===== config.mk =====
export PLATFORM = sky130hd
export DESIGN_NAME = iic_arbiter
export DESIGN_NICKNAME = d
export VERILOG_FILES = /design/src/rtl/iic_arbiter.sv
export SDC_FILE = /design/constraint.sdc
export NUM_CORES = 1
export LEC_CHECK = 0
export ABC_AREA = 0
export CAP_MARGIN = 0
export CORE_MARGIN = 2
export CORE_UTILIZATION = 48
export CTS_CLUSTER_DIAMETER = 40
export DETAILED_ROUTE_END_ITERATION = 16
export HOLD_SLACK_MARGIN = 0.12
export PLACE_DENSITY_LB_ADDON = 0.05
export RECOVER_POWER = 50
export SYNTH_ARGS = -nofsm -noshare
export SYNTH_HDL_FRONTEND = slang
export SYNTH_SLANG_ARGS = --single-unit

===== constraint.sdc =====
create_clock -name clk -period 3.67 [get_ports clk]
set_input_delay 0.9175 -clock clk [delete_from_list [all_inputs] [get_ports clk]]
set_output_delay 0.9175 -clock clk [all_outputs]
set_load 0.03 [all_outputs]

===== src/rtl/iic_arbiter.sv =====
// iic_arbiter: two-client round-robin front end for a single IIC master.
// Each client posts one transaction (w_r, addr, data_in) into its own slot;
// the arbiter replays it on the master interface and returns read data.
// Optional feature macro IIC_ARB_TIMEOUT_EN adds a watchdog on m_busy that
// aborts a stuck transaction and pulses err; without it err is tied low.
module iic_arbiter #(
  // Default is 22'h30D399 widened to the parameter type.
  parameter int unsigned TIMEOUT = 32'h0030_D399
) (
  input  logic        clk,
  input  logic        rst,
  input  logic        c0_iic_trig,
  input  logic        c0_w_r,
  input  logic [15:0] c0_addr,
  input  logic [7:0]  c0_data_in,
  output logic        c0_busy,
  output logic [7:0]  c0_data_out,
  output logic        c0_byte_over,
  input  logic        c1_iic_trig,
  input  logic        c1_w_r,
  input  logic [15:0] c1_addr,
  input  logic [7:0]  c1_data_in,
  output logic        c1_busy,
  output logic [7:0]  c1_data_out,
  output logic        c1_byte_over,
  output logic        m_iic_trig,
  output logic        m_w_r,
  output logic [15:0] m_addr,
  output logic [7:0]  m_data_in,
  input  logic        m_busy,
  input  logic [7:0]  m_data_out,
  input  logic        m_byte_over,
  output logic        err
);

  typedef enum logic [1:0] {StIdle, StIssue, StWaitHi, StWaitLo} state_e;

  state_e            state_q, state_d;
  logic [1:0]        trig;
  logic [1:0]        accept;
  logic [1:0]        clr;
  logic [1:0]        pend_q, pend_d;
  logic [1:0]        slot_w_r_q;
  logic [1:0][15:0]  slot_addr_q;
  logic [1:0][7:0]   slot_data_q;
  logic              grant_q;
  logic              last_q;
  logic              sel;
  logic              finish;
  logic              abort;

  assign trig   = {c1_iic_trig, c0_iic_trig};
  // A trigger only lands in an empty slot; a pending slot ignores it.
  assign accept = trig & ~pend_q;
  assign finish = (state_q == StWaitLo) && !m_busy;
  assign clr[0] = (finish || abort) && !grant_q;
  assign clr[1] = (finish || abort) && grant_q;
  // clr only hits a set bit and accept only a clear one, so a slot can never
  // re-arm in the same cycle it completes.
  assign pend_d = (pend_q & ~clr) | accept;

  // On a tie the client that was not served last wins.
  assign sel = (&pend_q) ? ~last_q : pend_q[1];

  assign c0_busy = pend_q[0];
  assign c1_busy = pend_q[1];

`ifdef IIC_ARB_TIMEOUT_EN
  logic [31:0] cnt_q, cnt_d;
  logic        err_q;

  assign abort = ((state_q == StWaitHi) || (state_q == StWaitLo)) && !finish &&
                 (cnt_q == TIMEOUT - 32'd1);
  assign err   = err_q;

  // Watchdog count: restarts on every state change, advances while waiting.
  always_comb begin
    cnt_d = cnt_q;
    if (state_d != state_q) begin
      cnt_d = '0;
    end else if ((state_q == StWaitHi) || (state_q == StWaitLo)) begin
      cnt_d = cnt_q + 32'd1;
    end
  end

  // Watchdog counter and one-cycle error pulse.
  always_ff @(posedge clk or posedge rst) begin
    if (rst) begin
      cnt_q <= '0;
      err_q <= 1'b0;
    end else begin
      cnt_q <= cnt_d;
      err_q <= abort;
    end
  end
`else
  assign abort = 1'b0;
  assign err   = 1'b0;
`endif

  // FSM state register.
  always_ff @(posedge clk or posedge rst) begin
    if (rst) begin
      state_q <= StIdle;
    end else begin
      state_q <= state_d;
    end
  end

  // FSM next-state logic.
  always_comb begin
    state_d = state_q;
    unique case (state_q)
      StIdle: begin
        if (|pend_q) state_d = StIssue;
      end
      StIssue: begin
        state_d = StWaitHi;
      end
      StWaitHi: begin
        if (abort) begin
          state_d = StIdle;
        end else if (m_busy) begin
          state_d = StWaitLo;
        end
      end
      StWaitLo: begin
        if (finish || abort) state_d = StIdle;
      end
      default: state_d = StIdle;
    endcase
  end

  // FSM outputs: trigger pulse and byte_over routed to the granted client.
  always_comb begin
    m_iic_trig   = (state_q == StIssue);
    c0_byte_over = 1'b0;
    c1_byte_over = 1'b0;
    if ((state_q == StWaitHi) || (state_q == StWaitLo)) begin
      c0_byte_over = m_byte_over && !grant_q;
      c1_byte_over = m_byte_over && grant_q;
    end
  end

  // Client slots and pending flags.
  always_ff @(posedge clk or posedge rst) begin
    if (rst) begin
      pend_q      <= '0;
      slot_w_r_q  <= '0;
      slot_addr_q <= '0;
      slot_data_q <= '0;
    end else begin
      pend_q <= pend_d;
      if (accept[0]) begin
        slot_w_r_q[0]  <= c0_w_r;
        slot_addr_q[0] <= c0_addr;
        slot_data_q[0] <= c0_data_in;
      end
      if (accept[1]) begin
        slot_w_r_q[1]  <= c1_w_r;
        slot_addr_q[1] <= c1_addr;
        slot_data_q[1] <= c1_data_in;
      end
    end
  end

  // Grant selection and master command registers, held until back in idle.
  always_ff @(posedge clk or posedge rst) begin
    if (rst) begin
      grant_q   <= 1'b0;
      last_q    <= 1'b1;
      m_w_r     <= 1'b1;
      m_addr    <= '0;
      m_data_in <= '0;
    end else begin
      if ((state_q == StIdle) && (|pend_q)) begin
        grant_q   <= sel;
        m_w_r     <= slot_w_r_q[sel];
        m_addr    <= slot_addr_q[sel];
        m_data_in <= slot_data_q[sel];
      end
      if (finish || abort) begin
        last_q <= grant_q;
      end
    end
  end

  // Read data return; writes and aborted transactions leave it untouched.
  always_ff @(posedge clk or posedge rst) begin
    if (rst) begin
      c0_data_out <= '0;
      c1_data_out <= '0;
    end else if (finish && !m_w_r) begin
      if (grant_q) begin
        c1_data_out <= m_data_out;
      end else begin
        c0_data_out <= m_data_out;
      end
    end
  end

endmodule


# --- Yosys cells after proc, flatten, opt, wreduce, memory -nomap -nowiden ---
# Index checks and enable logic that the tools add are counted.
totals:
  word_cells: 59
  in_bits: 64
  romBits: 0
  n_memories: 0
  latch_bits: 0
  regBits: 97
  ramBits: 0
classes:
  n_eq_ne: 6
  mux: 13
  shift: 0
  n_addsub: 0
  n_lt_le_gt_ge: 1
  mul: 0
  n_reduce_logical: 17
  bitwise_logic: 7
  n_div: 0
op_table:
  columns: ["cell", "n"]
  rows:
  - ["16-bit two-way mux", 2]
  - ["8-bit two-way mux", 2]
  - ["2-bit one-hot mux with 4 select lines", 1]
  - ["1-bit logical AND", 7]
  - ["2-bit two-way mux", 3]
  - ["2-bit inequality test (second input constant)", 3]
  - ["2-bit AND reduction", 3]
  - ["1-bit two-way mux", 5]
  - ["2-bit AND", 2]
  - ["2-bit == test (second input constant)", 2]
  - ["2-bit inverter", 2]
  - ["1-bit zero test", 3]
  - ["3-bit AND reduction", 1]
  - ["2-bit by 1-bit == test with 1-bit output (second input constant)", 1]
  - ["2-bit zero test", 1]
  - ["1-bit by 2-bit less-than comparator with 1-bit output (second input constant)", 1]
  - ["1-bit inverter", 2]
  - ["2-bit OR", 1]
  - ["2-bit OR reduction", 1]
  - ["1-bit logical OR", 1]

# --- Depth between registers and ports, before layout ---
logic_depth:
  ltp_word: 6
  ltp_mapped: 7

# --- Worst setup path after synthesis ---
# No wires, ideal clock.
synth_timing:
  kind: "in2out"
  from: "input port m_byte_over"
  to: "output port c0_byte_over"
  t_arrival_ps: 1418
  slack_ps: 1335
  cell_stages: 2
  cell_sequence: "o21ai_0 > nor2_1"
synth_between:
  elab_chain_len: 2
synth_lines:
  columns: ["item", "line_no", "text"]
  rows:
  - ["from (decl)", "32", "input logic m_byte_over,"]
  - ["1-bit logical AND", "140", "c0_byte_over = m_byte_over && !grant_q;"]
  - ["1-bit two-way mux", "139", "if ((state_q == StWaitHi) || (state_q == StWaitLo)) begin"]
  - ["to (decl)", "18", "output logic c0_byte_over,"]
# Every way passes these cells.

# --- Worst setup path in the final report ---
layout_timing:
  from: "input port m_byte_over"
  to: "output port c1_byte_over"
layout_between:
  elab_chain_len: 2
layout_lines:
  columns: ["item", "line_no", "text"]
  rows:
  - ["1-bit logical AND", "141", "c1_byte_over = m_byte_over && grant_q;"]
  - ["1-bit two-way mux", "139", null]
  - ["to (decl)", "25", "output logic c1_byte_over,"]
# Every way passes these cells.

==> flow_summary.ini <==
[status]
status = finished, violations left
failed_checks = capacitance limit, slew limit

[clock_network]
clock_path_buffers = 2
path_clk_slew_ns = 0.09
cts.hold.buffers_added = 0
post_cts_resized = 0
ctsHtreeMaxLevel = 3
postCtsSetupRepairBufs = 0
tritoncts.num_buffers = 9
numClockSinks = 97
cts_tree = done
cts.root.buffer_cell = sky130_fd_sc_hd__clkbuf_8
clock_latency_at_the_later_pin_of_the_worst_skew_pair_ns = 0.35

[route]
antenna_violating_nets_post_route = 0
route.detailed.vias_per_inst = 5.12
via_count = 2748
m1WireLength_mm = 3.81
drcViolationCount = 0
highest_layer = met4
drtIter0Drc = 114
routed-wl-met2_mm = 3.97
totalWireLength_mm = 8.49
post_drt_wl_per_cell_um = 15.8
firstDrtPassIters = 5
met3_length_um = 591

[critical_path]
cp_data_required_time_ns = 2.75
crit_chain = clkdlybuf4s50_1, o21ai_0, nor2_1, clkdlybuf4s50_1
timing.setup.critical_path_class = input port to output port
cp.arrival_ns = 2.24
critical_path_maximum_fanout = 2
timing.critical_path.max_delay_family = buffers and inverters
start_kind = input port
critPathMaxStageDelay_ns = 0.67
worst_path_max_delay_cell = sky130_fd_sc_hd__clkdlybuf4s50_1
critPathBufInv = 2
timing.critical_path.to_type = output port
critical_path.most_common_cell = sky130_fd_sc_hd__clkdlybuf4s50_1

[power]
totalPowerFinal_w = 0.00496
p_leak_nw = 2.24
vdd_drop_max_v = 0.000431
p_per_area_nw_per_um2 = 932

[sta]
slew_violations = 41
transition_time_at_the_pin_with_the_least_slew_margin_ns = 1.79
rsz_0062_raised_after_global_routing = no
fin_worst_hold_slack_ns = 0.495
fin_tns_setup_ns = 0
slew_headroom = -0.201
fin_crit_sh = 0.861
fin_worst_skew_ns = 0.0128
finalWorstPathRequiredPeriod_ns = 3.16
fmax_mhz = 317
setup_viol = 0
timing_hold_violations_final = 0

[final_layout]
antenna_cells_inserted = 0
fillerInstances = 664
layout_cells_excl_fill = 537
final_nets = 495
layout-drive-gt1-share = 0.218
area.growth.synth_to_final_pct = 34.2

[die]
start_util = 0.488
die-width_um = 94.9
fp.dieArea_um2 = 9010
row_count = 33
design.portCount = 111
fp.coreArea_um2 = 8130
dieHeight_um = 94.9

[run]
max_cap_violations = 1

[yosys]
sequential_to_total_area_share_from_yosys_stat = 0.612
synth_largest_type_area_fraction = 0.599
synth.largest_area_cell = sky130_fd_sc_hd__dfrtp_1
syn-mean-instance-area_um2 = 12.5
netlist-cell-type-count = 26
netlist_top_cells_area = sky130_fd_sc_hd__dfrtp_1 60%, sky130_fd_sc_hd__mux2_2 18%, sky130_fd_sc_hd__a21oi_1 6.3%
ys.warnings.count = 0
mappedNetlistArea_um2 = 3970
post_synthesis_register_bit_count = 97
postSynthCellCount = 317
syn_nets = 385

[grt]
grt_use_total = 0.198
grt_start_max_net_pins = 41
grt_overflow = 0
antenna_found_initial = 0
wire_length_of_the_first_global_routing_pass_mm = 13.6
grt_pass1_vias = 2727

[placement]
io_buffer_count = 109
dp_cells = 521
dp_hpwl_mm = 5.81
gpl.final_weighted_congestion = 0.806

[worst_hold_path]
min_delay_worst_type = flop to flop
cell families after synthesis:
logic type               Yosys count  share of synthesized area
AO/OA/AOI/OAI                     61                     0.0845
other                              1                   0.000945
multiplexers                      67                      0.190
adder cells (fa/ha/maj)            4                     0.0126
AND/OR/NAND/NOR                   64                     0.0700
flip-flops                        97                      0.612
buffers and inverters             23                     0.0296
per-layer routing:
layer  vias to the layer above  global-route usage
met1                      1354               0.270
met5                         -                   0
met2                        87               0.311
li1                       1296                   -
met4                         0              0.0652
met3                        11              0.0519
Yosys cell counts:
cell	number
sky130_fd_sc_hd__mux2_1	2
sky130_fd_sc_hd__dfstp_2	2
sky130_fd_sc_hd__o21a_1	1
sky130_fd_sc_hd__mux2_2	65
sky130_fd_sc_hd__nor2_2	1
sky130_fd_sc_hd__nor2_8	1
sky130_fd_sc_hd__dfrtp_1	95
sky130_fd_sc_hd__o21ai_0	3
sky130_fd_sc_hd__nand2_1	28
sky130_fd_sc_hd__o21ai_2	1
sky130_fd_sc_hd__nand3b_1	1
sky130_fd_sc_hd__ha_1	4
sky130_fd_sc_hd__inv_1	5
sky130_fd_sc_hd__a221oi_1	1
sky130_fd_sc_hd__nor2b_1	3
sky130_fd_sc_hd__or3b_4	1
sky130_fd_sc_hd__nor2_1	29
sky130_fd_sc_hd__buf_2	13
sky130_fd_sc_hd__buf_4	4
sky130_fd_sc_hd__a2bb2oi_1	1
sky130_fd_sc_hd__a21o_1	2
sky130_fd_sc_hd__a21oi_1	50
sky130_fd_sc_hd__a21bo_2	1
sky130_fd_sc_hd__a21boi_2	1
sky130_fd_sc_hd__clkbuf_1	1
sky130_fd_sc_hd__conb_1	1
state kept, by name (all words and copies together), names as in the netlist, 2 cells and up:
register / count
m_data_in: 8
slot_w_r_q: 2
state_q: 2
slot_addr_q: 32
m_addr: 16
c0_data_out: 8
c1_data_out: 8
slot_data_q: 16
pend_q: 2
layout make-up:
class / count / area, um^2 / share of cell area
inverters: 5 / 20.0 / 0.00376
clock buffers: 10 / 138 / 0.0258
well taps: 105 / 131 / 0.0247
repair buffers: 117 / 1140 / 0.214
clock inverters: 6 / 50.0 / 0.00940
multi-input cells: 197 / 1420 / 0.266
flip-flops and latches: 97 / 2430 / 0.456
stage by stage:
step	area [um^2]	utilization	setup WS, ns
4_1_cts	5350	0.657	0.512
6_report	5330	0.655	0.511
3_5_place_dp	5160	0.634	0.511
3_3_place_gp	5160	0.634	0.519
2_1_floorplan	3970	-	0.222
5_1_grt	5330	0.655	0.365
cells in the final DEF (no fill, tap or decap):
cell type                         netlist  layout
sky130_fd_sc_hd__clkbuf_2               0       1
sky130_fd_sc_hd__nor2b_1                3       3
sky130_fd_sc_hd__ha_1                   4       4
sky130_fd_sc_hd__nor2_8                 1       1
sky130_fd_sc_hd__inv_6                  0       2
sky130_fd_sc_hd__a21bo_2                1       1
sky130_fd_sc_hd__nand3b_1               1       1
sky130_fd_sc_hd__clkinv_2               0       1
sky130_fd_sc_hd__nor2_1                29      29
sky130_fd_sc_hd__clkinvlp_4             0       1
sky130_fd_sc_hd__a221oi_1               1       1
sky130_fd_sc_hd__o21ai_0                3       3
sky130_fd_sc_hd__mux2_1                 2       2
sky130_fd_sc_hd__buf_4                  4       4
sky130_fd_sc_hd__clkbuf_1               1       3
sky130_fd_sc_hd__clkinv_4               0       1
sky130_fd_sc_hd__inv_1                  5       4
sky130_fd_sc_hd__conb_1                 1       1
sky130_fd_sc_hd__clkinvlp_2             0       1
sky130_fd_sc_hd__a21oi_1               50      50
sky130_fd_sc_hd__a2bb2oi_1              1       1
sky130_fd_sc_hd__o21a_1                 1       1
sky130_fd_sc_hd__inv_8                  0       1
sky130_fd_sc_hd__a21boi_2               1       1
sky130_fd_sc_hd__nand2_1               28      28
sky130_fd_sc_hd__a21o_1                 2       2
sky130_fd_sc_hd__mux2_2                65      65
sky130_fd_sc_hd__clkdlybuf4s50_1        0     105
sky130_fd_sc_hd__dfstp_2                2       2
sky130_fd_sc_hd__nor2_2                 1       1
sky130_fd_sc_hd__dfrtp_1               95      95
sky130_fd_sc_hd__o21ai_2                1       1
sky130_fd_sc_hd__dlygate4sd3_1          0       4
sky130_fd_sc_hd__or3b_1                 0       1
sky130_fd_sc_hd__clkbuf_8               0      10
report_power, final:
group          internal, W  total [W]  switching [W]
Combinational      0.00108    0.00236        0.00129
Clock             0.000275   0.000659       0.000384
Sequential         0.00162    0.00194       0.000317
Total              0.00297    0.00496        0.00199
final timing paths:
check,startpoint,endpoint,slack [ns],cells after the start
setup / recovery,m_byte_over,c1_byte_over,0.51,4
hold / removal,c0_data_out[1]$_DFFE_PP0P_,c0_data_out[1]$_DFFE_PP0P_,0.49,1
setup reg to reg,state_q[0]$_DFFE_PP0P_,m_data_in[0]$_DFFE_PP0P_,1.63,5
hold reg to reg,c0_data_out[1]$_DFFE_PP0P_,c0_data_out[1]$_DFFE_PP0P_,0.49,1
max in group asynchronous,rst,m_data_in[0]$_DFFE_PP0P_,0.74,3
min in group asynchronous,rst,slot_addr_q[8]$_DFFE_PP0P_,1.48,2
(Power assumes the default switching activity.)
